$ cat src/rtl/uart_pkg.sv
// Types and helpers shared by the UART receive and transmit cores.
package uart_pkg;

  typedef enum logic [1:0] {
    PAR_NONE = 2'd0,
    PAR_ODD  = 2'd1,
    PAR_EVEN = 2'd2
  } parity_e;

  typedef enum logic [2:0] {
    IDLE,
    START,
    DATA,
    PARITY,
    STOP
  } rx_state_e;

  // Parity bit that makes the total number of ones odd or even for the given data XOR.
  function automatic logic expected_parity(parity_e mode, logic data_xor);
    return (mode == PAR_ODD) ? ~data_xor : data_xor;
  endfunction

endpackage

$ cat src/rtl/uart_baud_tick.sv
// Sample-tick generator: a down-counter reloaded from div_i, pulsing tick_o at terminal count.
module uart_baud_tick #(
  parameter int unsigned DIV_W = 16
) (
  input  logic             clk_i,
  input  logic             rst_i,
  input  logic             clear_i,
  input  logic [DIV_W-1:0] div_i,
  output logic             tick_o
);

  logic [DIV_W-1:0] cnt_q, cnt_d;

  always_comb begin
    cnt_d = cnt_q;
    if (clear_i || (cnt_q == '0)) begin
      cnt_d = div_i;
    end else begin
      cnt_d = cnt_q - DIV_W'(1);
    end
  end

  assign tick_o = !clear_i && (cnt_q == '0);

  always_ff @(posedge clk_i) begin
    if (rst_i) begin
      cnt_q <= '0;
    end else begin
      cnt_q <= cnt_d;
    end
  end

endmodule

$ cat src/rtl/uart_rx_core.sv
// Oversampled UART receiver with majority vote, configurable frame format and a one-entry
// valid/ready holding register.
//   state  | meaning
//   IDLE   | waiting for a falling edge on rx_s
//   START  | validating the start bit at mid-bit
//   DATA   | shifting in data bits LSB first
//   PARITY | checking the parity bit
//   STOP   | checking stop bits; last stop vote delivers the word
module uart_rx_core
  import uart_pkg::*;
#(
  parameter int unsigned DATA_BITS  = 8,
  parameter parity_e     PARITY     = PAR_NONE,
  parameter int unsigned STOP_BITS  = 1,
  parameter int unsigned OVERSAMPLE = 16,
  parameter int unsigned DIV_W      = 16
) (
  input  logic                 clk_i,
  input  logic                 rst_i,
  input  logic [DIV_W-1:0]     baud_div_i,
  input  logic                 uart_rx_i,
  output logic [DATA_BITS-1:0] data_o,
  output logic                 frame_err_o,
  output logic                 parity_err_o,
  output logic                 valid_o,
  input  logic                 ready_i,
  output logic                 overrun_o,
  output logic                 busy_o
);

  localparam int unsigned SW = $clog2(OVERSAMPLE);
  localparam int unsigned BW = $clog2(DATA_BITS);
  localparam logic [SW-1:0] SAMP_LO   = SW'(OVERSAMPLE / 2 - 1);
  localparam logic [SW-1:0] SAMP_MID  = SW'(OVERSAMPLE / 2);
  localparam logic [SW-1:0] SAMP_HI   = SW'(OVERSAMPLE / 2 + 1);
  localparam logic [SW-1:0] SAMP_END  = SW'(OVERSAMPLE - 1);
  localparam logic [BW-1:0] DATA_LAST = BW'(DATA_BITS - 1);
  localparam logic [BW-1:0] STOP_LAST = BW'(STOP_BITS - 1);

  rx_state_e            state_q, state_d;
  logic [1:0]           sync_q, sync_d;
  logic                 rx_prev_q, rx_prev_d;
  logic [DIV_W-1:0]     div_q, div_d;
  logic [SW-1:0]        samp_q, samp_d;
  logic [BW-1:0]        bit_q, bit_d;
  logic [1:0]           smp_q, smp_d;
  logic [DATA_BITS-1:0] shift_q, shift_d;
  logic [DATA_BITS-1:0] data_q, data_d;
  logic                 ferr_acc_q, ferr_acc_d;
  logic                 perr_acc_q, perr_acc_d;
  logic                 frame_err_q, frame_err_d;
  logic                 parity_err_q, parity_err_d;
  logic                 valid_q, valid_d;
  logic                 overrun_q, overrun_d;

  logic             rx_s, fall, tick, vote, vote_now, bit_end, last_vote, tick_clear;
  logic [DIV_W-1:0] tick_div;

  assign rx_s       = sync_q[1];
  assign fall       = rx_prev_q & ~rx_s;
  assign tick_clear = (state_q == IDLE);
  // While idle the divisor input tracks the port, so the value at the start edge is what runs.
  assign tick_div   = tick_clear ? baud_div_i : div_q;

  uart_baud_tick #(
    .DIV_W (DIV_W)
  ) u_baud_tick (
    .clk_i   (clk_i),
    .rst_i   (rst_i),
    .clear_i (tick_clear),
    .div_i   (tick_div),
    .tick_o  (tick)
  );

  assign vote     = (smp_q[0] & smp_q[1]) | (smp_q[0] & rx_s) | (smp_q[1] & rx_s);
  assign vote_now = tick && (samp_q == SAMP_HI);
  assign bit_end  = tick && (samp_q == SAMP_END);

  always_comb begin
    state_d      = state_q;
    sync_d       = {sync_q[0], uart_rx_i};
    rx_prev_d    = rx_s;
    div_d        = tick_clear ? baud_div_i : div_q;
    samp_d       = samp_q;
    bit_d        = bit_q;
    smp_d        = smp_q;
    shift_d      = shift_q;
    ferr_acc_d   = ferr_acc_q;
    perr_acc_d   = perr_acc_q;
    data_d       = data_q;
    frame_err_d  = frame_err_q;
    parity_err_d = parity_err_q;
    valid_d      = valid_q & ~ready_i;
    overrun_d    = 1'b0;
    last_vote    = 1'b0;

    if (tick) begin
      if (samp_q == SAMP_LO)  smp_d[0] = rx_s;
      if (samp_q == SAMP_MID) smp_d[1] = rx_s;
      samp_d = (samp_q == SAMP_END) ? '0 : samp_q + SW'(1);
    end

    case (state_q)
      IDLE: begin
        samp_d     = '0;
        bit_d      = '0;
        ferr_acc_d = 1'b0;
        perr_acc_d = 1'b0;
        if (fall) state_d = START;
      end
      START: begin
        if (vote_now && vote) begin
          state_d = IDLE;
        end else if (bit_end) begin
          state_d = DATA;
        end
      end
      DATA: begin
        if (vote_now) shift_d = {vote, shift_q[DATA_BITS-1:1]};
        if (bit_end) begin
          if (bit_q == DATA_LAST) begin
            bit_d   = '0;
            state_d = (PARITY != PAR_NONE) ? uart_pkg::PARITY : STOP;
          end else begin
            bit_d = bit_q + BW'(1);
          end
        end
      end
      uart_pkg::PARITY: begin
        if (vote_now) perr_acc_d = (vote != expected_parity(PARITY, ^shift_q));
        if (bit_end) state_d = STOP;
      end
      STOP: begin
        if (vote_now) begin
          ferr_acc_d = ferr_acc_q | ~vote;
          // Leave at the vote so a start edge half a bit later is still seen.
          if (bit_q == STOP_LAST) begin
            last_vote = 1'b1;
            state_d   = IDLE;
          end
        end else if (bit_end) begin
          bit_d = bit_q + BW'(1);
        end
      end
      default: state_d = IDLE;
    endcase

    if (last_vote) begin
      if (!valid_q || ready_i) begin
        valid_d      = 1'b1;
        data_d       = shift_q;
        frame_err_d  = ferr_acc_q | ~vote;
        parity_err_d = perr_acc_q;
      end else begin
        overrun_d = 1'b1;
      end
    end
  end

  always_ff @(posedge clk_i) begin
    if (rst_i) begin
      state_q      <= IDLE;
      sync_q       <= 2'b11;
      rx_prev_q    <= 1'b1;
      div_q        <= '0;
      samp_q       <= '0;
      bit_q        <= '0;
      smp_q        <= '0;
      shift_q      <= '0;
      ferr_acc_q   <= 1'b0;
      perr_acc_q   <= 1'b0;
      data_q       <= '0;
      frame_err_q  <= 1'b0;
      parity_err_q <= 1'b0;
      valid_q      <= 1'b0;
      overrun_q    <= 1'b0;
    end else begin
      state_q      <= state_d;
      sync_q       <= sync_d;
      rx_prev_q    <= rx_prev_d;
      div_q        <= div_d;
      samp_q       <= samp_d;
      bit_q        <= bit_d;
      smp_q        <= smp_d;
      shift_q      <= shift_d;
      ferr_acc_q   <= ferr_acc_d;
      perr_acc_q   <= perr_acc_d;
      data_q       <= data_d;
      frame_err_q  <= frame_err_d;
      parity_err_q <= parity_err_d;
      valid_q      <= valid_d;
      overrun_q    <= overrun_d;
    end
  end

  assign data_o       = data_q;
  assign frame_err_o  = frame_err_q;
  assign parity_err_o = parity_err_q;
  assign valid_o      = valid_q;
  assign overrun_o    = overrun_q;
  assign busy_o       = (state_q != IDLE);

endmodule

$ cat config.mk
export PLATFORM = sky130hd
export DESIGN_NAME = uart_rx_core
export DESIGN_NICKNAME = d
export VERILOG_FILES = /design/src/rtl/uart_pkg.sv /design/src/rtl/uart_baud_tick.sv /design/src/rtl/uart_rx_core.sv
export SDC_FILE = /design/constraint.sdc
export NUM_CORES = 1
export LEC_CHECK = 0
export ABC_AREA = 1
export ABC_CLOCK_PERIOD_IN_PS = 1600
export CORE_ASPECT_RATIO = 0.7
export CORE_UTILIZATION = 39
export DETAILED_ROUTE_END_ITERATION = 10
export PLACE_DENSITY_LB_ADDON = 0.3
export SETUP_SLACK_MARGIN = 0.5
export SYNTH_ARGS = -nofsm -noshare
export SYNTH_HDL_FRONTEND = slang
export SYNTH_SLANG_ARGS = --single-unit
$ cat constraint.sdc
create_clock -name clk_i -period 1.6 [get_ports clk_i]
set_input_delay 0.32 -clock clk_i [delete_from_list [all_inputs] [get_ports clk_i]]
set_output_delay 0.32 -clock clk_i [all_outputs]
set_load 0.1 [all_outputs]
==> Implementation_results.wiki <==
{| class="wikitable"
! Metric !! Value
|-
| Run status || finished, violations left
|-
| Failing checks || setup timing
|-
| Syn Inst Count || roughly 420
|-
| Number of distinct standard cells referenced by the synthesized netlist || 42
|-
| Worst Path Class, Setup || reg2reg
|-
| Fin. max-slew vios || 0
|-
| Post-route ant nets || 0
|-
| Fraction of registers with async set or reset after synthesis || 0
|-
| Type of the tightest min-delay check || reg2reg
|-
| Reported net switching power || ~0.0045 W
|-
| Routed Wire Length || roughly 13,000 microns
|-
| Skew-Pair Late Insertion Delay || around 0.35 ns
|-
| Initial core utilization || 0.404
|-
| Number of synthesized flops with an enable pin || 0
|-
| Nature of the critical path startpoint || register
|-
| DRT Pass-1 Iters || 6
|-
| Share of Yosys cell area claimed by the top area cell type || 0.432
|-
| Setup slack of the critical path after layout || -0.386 ns
|-
| Grt total ovfl || 0
|-
| Period utilisation layout || 1.24
|-
| Areal power density over the cells || around 1900 nW/um^2
|-
| Vias in the first global route || roughly 3,200
|-
| Number of warnings reported in the yosys synthesis log || 0
|-
| Final count of hold timing violations || 0
|-
| Mapped Avg Cell Area || between 7 and 8 sq um
|-
| Data required, critical path || roughly 1.9 ns
|-
| Total CTS buffers || 9
|-
| Final Wtd Congestion || around 0.8
|-
| DIE HEIGHT || just under 80 microns
|-
| Critical Path Most Common Cell || sky130_fd_sc_hd__nor2_1
|-
| Mapped Nets || 447
|-
| Antenna Cells || 0
|-
| Post-synthesis register bit count || 69
|-
| H-tree levels || 3
|-
| Fill cell instance count of the final layout || around 480
|-
| Final min period || roughly 2.0 ns
|-
| Combinational share of power || 0.581
|-
| Detailed placement HPWL || ~5600 microns
|-
| Pin count of the biggest net entering global routing || 27
|-
| Most common cell in the netlist || sky130_fd_sc_hd__nand2_1
|-
| Via count || 3,665
|-
| Clock Root Buffer || sky130_fd_sc_hd__clkbuf_16
|-
| Overall fraction of global-route tracks in use || 0.256
|-
| Switching portion of total power || 0.419
|-
| Worst path cell trace || nor2_4, nand2_1, nor2_2, nand4_1, buf_6, nor2_1, nor2_1, buf_4, nor3_1, o21ai_1, inv_1
|-
| Yosys top cell by area || sky130_fd_sc_hd__dfxtp_1
|-
| CTS tree || done
|-
| VDD IR max || between 1 and 1.5 mV
|-
| Number of cell rows || 27
|-
| Vias/cell || ~5.6
|-
| Area inside the core boundary || around 7900 sq um
|-
| Maximum fanout count along the critical path || 5
|-
| Residual DRC count || 0
|-
| Leading register cell type out of synthesis || sky130_fd_sc_hd__dfxtp_1
|-
| Worst max-slew margin expressed relative to the limit || 0.770
|-
| Sequential share of the synthesized area || 0.432
|-
| Unrepaired setup endpoints after global routing || yes
|-
| Slowest Stage Delay on Critical Path || 0.36 ns
|-
| Max Fclk || between 500 and 600 MHz
|-
| Port Buffer Count || 32
|-
| Transition time at the pin with the least slew margin || about 0.34 ns
|-
| Slowest cell on the critical path || sky130_fd_sc_hd__dfxtp_4
|-
| Reg2Reg Launch Point || u_baud_tick.cnt_q[2]
|-
| Number of antenna violations at the first check in global routing || 0
|-
| HP Start || sync_q[0]
|-
| Clock transition at path regs || 0.06 ns
|-
| Iter 0 DRT Violations || 367
|-
| Worst Setup End Kind || register
|-
| Hold Buf Count CTS || 0
|-
| Final routed wire length divided by cell count || around 20 microns
|-
| Layout Skew || 0.00813 ns
|-
| Cell types with the highest counts after synthesis || 73 x sky130_fd_sc_hd__nand2_1, 69 x sky130_fd_sc_hd__dfxtp_1, 62 x sky130_fd_sc_hd__nor2_1
|-
| I/O pin count || 33
|-
| Layout net count || slightly below 600
|-
| Most area-consuming cells after synthesis || sky130_fd_sc_hd__dfxtp_1 43%, sky130_fd_sc_hd__nand2_1 8.6%, sky130_fd_sc_hd__nor2_1 7.3%, sky130_fd_sc_hd__o21ai_0 5.0%, sky130_fd_sc_hd__a21oi_1 4.7%
|-
| Leakage power total || 2.61 nW
|-
| WP data arrival || roughly 2.3 ns
|-
| Cell-internal power || between 0.006 and 0.007 W
|-
| Fraction of final layout cells with drive strength greater than 1 || 0.541
|-
| Cell area after synthesis || between 3000 and 4000 sq um
|-
| Area of the die || ~8600 sq um
|-
| Maximum Capacitance Violations || 0
|-
| Flop pwr share || 0.229
|-
| Total placed cells including tap cells || between 500 and 600
|-
| Power consumption || roughly 0.011 W
|-
| Final standard cell area without fillers || ~5800 sq um
|-
| Worst setup startpoint || u_baud_tick.cnt_q[2]
|-
| Final setup violation count || 38
|-
| Number of sinks driven by the clock tree || a little under 70
|-
| Maximum buffer depth of the clock tree || 2
|-
| Die X || 110 microns
|-
| First-pass GRT wire length || 16,300 microns
|-
| Power share of the clock group || 0.190
|-
| Cell area after placement || approximately 4300 sq um
|-
| Filler-free cell count of the finished design || 656
|-
| Area growth from synthesis to layout || 80.3%
|-
| Setup_tns || -5.73 ns
|}
-- power groups by stage --
| stage | combinational, W | sequential [W] | clock, W |
|---|---|---|---|
| floorplan | 0.00208 | 0.00233 | 0 |
| global placement | 0.00321 | 0.00232 | 0 |
| detailed placement | 0.00328 | 0.00233 | 0 |
| CTS | 0.00511 | 0.00236 | 0.00199 |
| global route | 0.00645 | 0.00246 | 0.00209 |
| finish | 0.00622 | 0.00245 | 0.00203 |
-- critical path, delay by kind of cell, from the launching register on --
kind / cells / cell delay (ns)
DFF: 1 / 0.36
buffers and inverters: 3 / 0.40
AOI/OAI and AO/OA: 1 / 0.14
and+or+nand+nor: 7 / 1.03
-- cells in the final DEF, fill, tap and decap left out, types with 6 or more instances in the layout --
| cell type | Yosys | layout |
|---|---|---|
| sky130_fd_sc_hd__buf_4 | 3 | 63 |
| sky130_fd_sc_hd__nor2_1 | 62 | 46 |
| sky130_fd_sc_hd__dfxtp_1 | 69 | 45 |
| sky130_fd_sc_hd__nand2_1 | 73 | 34 |
| sky130_fd_sc_hd__inv_1 | 38 | 32 |
| sky130_fd_sc_hd__nand2_4 | 3 | 28 |
| sky130_fd_sc_hd__buf_12 | 0 | 22 |
| sky130_fd_sc_hd__o21ai_0 | 32 | 21 |
| sky130_fd_sc_hd__buf_6 | 1 | 21 |
| sky130_fd_sc_hd__dfxtp_2 | 0 | 20 |
| sky130_fd_sc_hd__clkdlybuf4s50_1 | 0 | 19 |
| sky130_fd_sc_hd__nand2_2 | 4 | 18 |
| sky130_fd_sc_hd__nor2_4 | 4 | 16 |
| sky130_fd_sc_hd__nor2_2 | 11 | 16 |
| sky130_fd_sc_hd__a21oi_1 | 30 | 14 |
| sky130_fd_sc_hd__clkbuf_16 | 0 | 12 |
| sky130_fd_sc_hd__a21oi_2 | 1 | 10 |
| sky130_fd_sc_hd__o21ai_2 | 0 | 7 |
| sky130_fd_sc_hd__nor3_1 | 14 | 7 |
| sky130_fd_sc_hd__a21oi_4 | 0 | 7 |
| sky130_fd_sc_hd__nor3_2 | 1 | 6 |
| sky130_fd_sc_hd__xor2_1 | 7 | 6 |
-- routing by layer --
metal	vias to the layer above	global-route usage	wire (microns)
met5	-	0	0
met1	1731	0.325	5050
met3	75	0.0689	1200
met4	0	0.109	681
met2	243	0.408	6320
li1	1616	-	-
-- final timing paths --
check | to | slack [ns] | cells after the start
max | state_q[0] | -0.39 | 11
min | sync_q[1] | 0.41 | 1
max reg2reg | state_q[0] | -0.39 | 11
min reg2reg | sync_q[1] | 0.41 | 1
-- timing repair --
item                                    CTS  global route
endpoints found under the setup margin   80            81
setup buffers                            22            18
pin swaps                                41            29
cloned                                    3             2
hold endpoints to repair                  0             0
resized for setup                       136            72
-- area by class of cell --
| type | count | area (sq um) | area share |
|---|---|---|---|
| clock inverter | 4 | 27.5 | 0.00478 |
| multi-input combinational | 297 | 2280 | 0.396 |
| clock buffer | 12 | 278 | 0.0482 |
| sequential | 69 | 1420 | 0.247 |
| timing repair buffer | 129 | 1430 | 0.249 |
| timing repair inverter | 1 | 5.00 | 0.000869 |
| inverter | 43 | 189 | 0.0328 |
| tap | 101 | 126 | 0.0219 |
-- logic make-up (layout without fill, tap and decap cells) --
family	Yosys count	count (layout)	synth area share
AOI/OAI and AO/OA	79	79	0.137
DFF	69	69	0.432
muxes	2	2	0.00627
xor gates and xnor gates	14	14	0.0384
buffers and inverters	54	189	0.0717
and+or+nand+nor	193	194	0.283
adders and majority gates	8	8	0.0313
-- metrics by stage --
step | worst slack [ns] | hold WS, ns | utilization
floorplan | 0.0776 | 0.389 | -
CTS | -0.0559 | 0.410 | 0.672
detailed placement | -0.0927 | 0.397 | 0.538
global route | -0.524 | 0.423 | 0.728
global placement | -0.0420 | 0.390 | 0.538
finish | -0.386 | 0.408 | 0.728
-- registers in the layout, indices dropped and copies added (netlist names) --
register	flops
rx_prev_q	1
smp_q	2
frame_err_o	1
overrun_o	1
div_q	16
perr_acc_q	1
ferr_acc_q	1
valid_o	1
state_q	3
bit_q	3
samp_q	4
parity_err_o	1
shift_q	8
data_o	8
sync_q	2
u_baud_tick.cnt_q	16
Note: power is estimated with default switching activity, not from simulation.
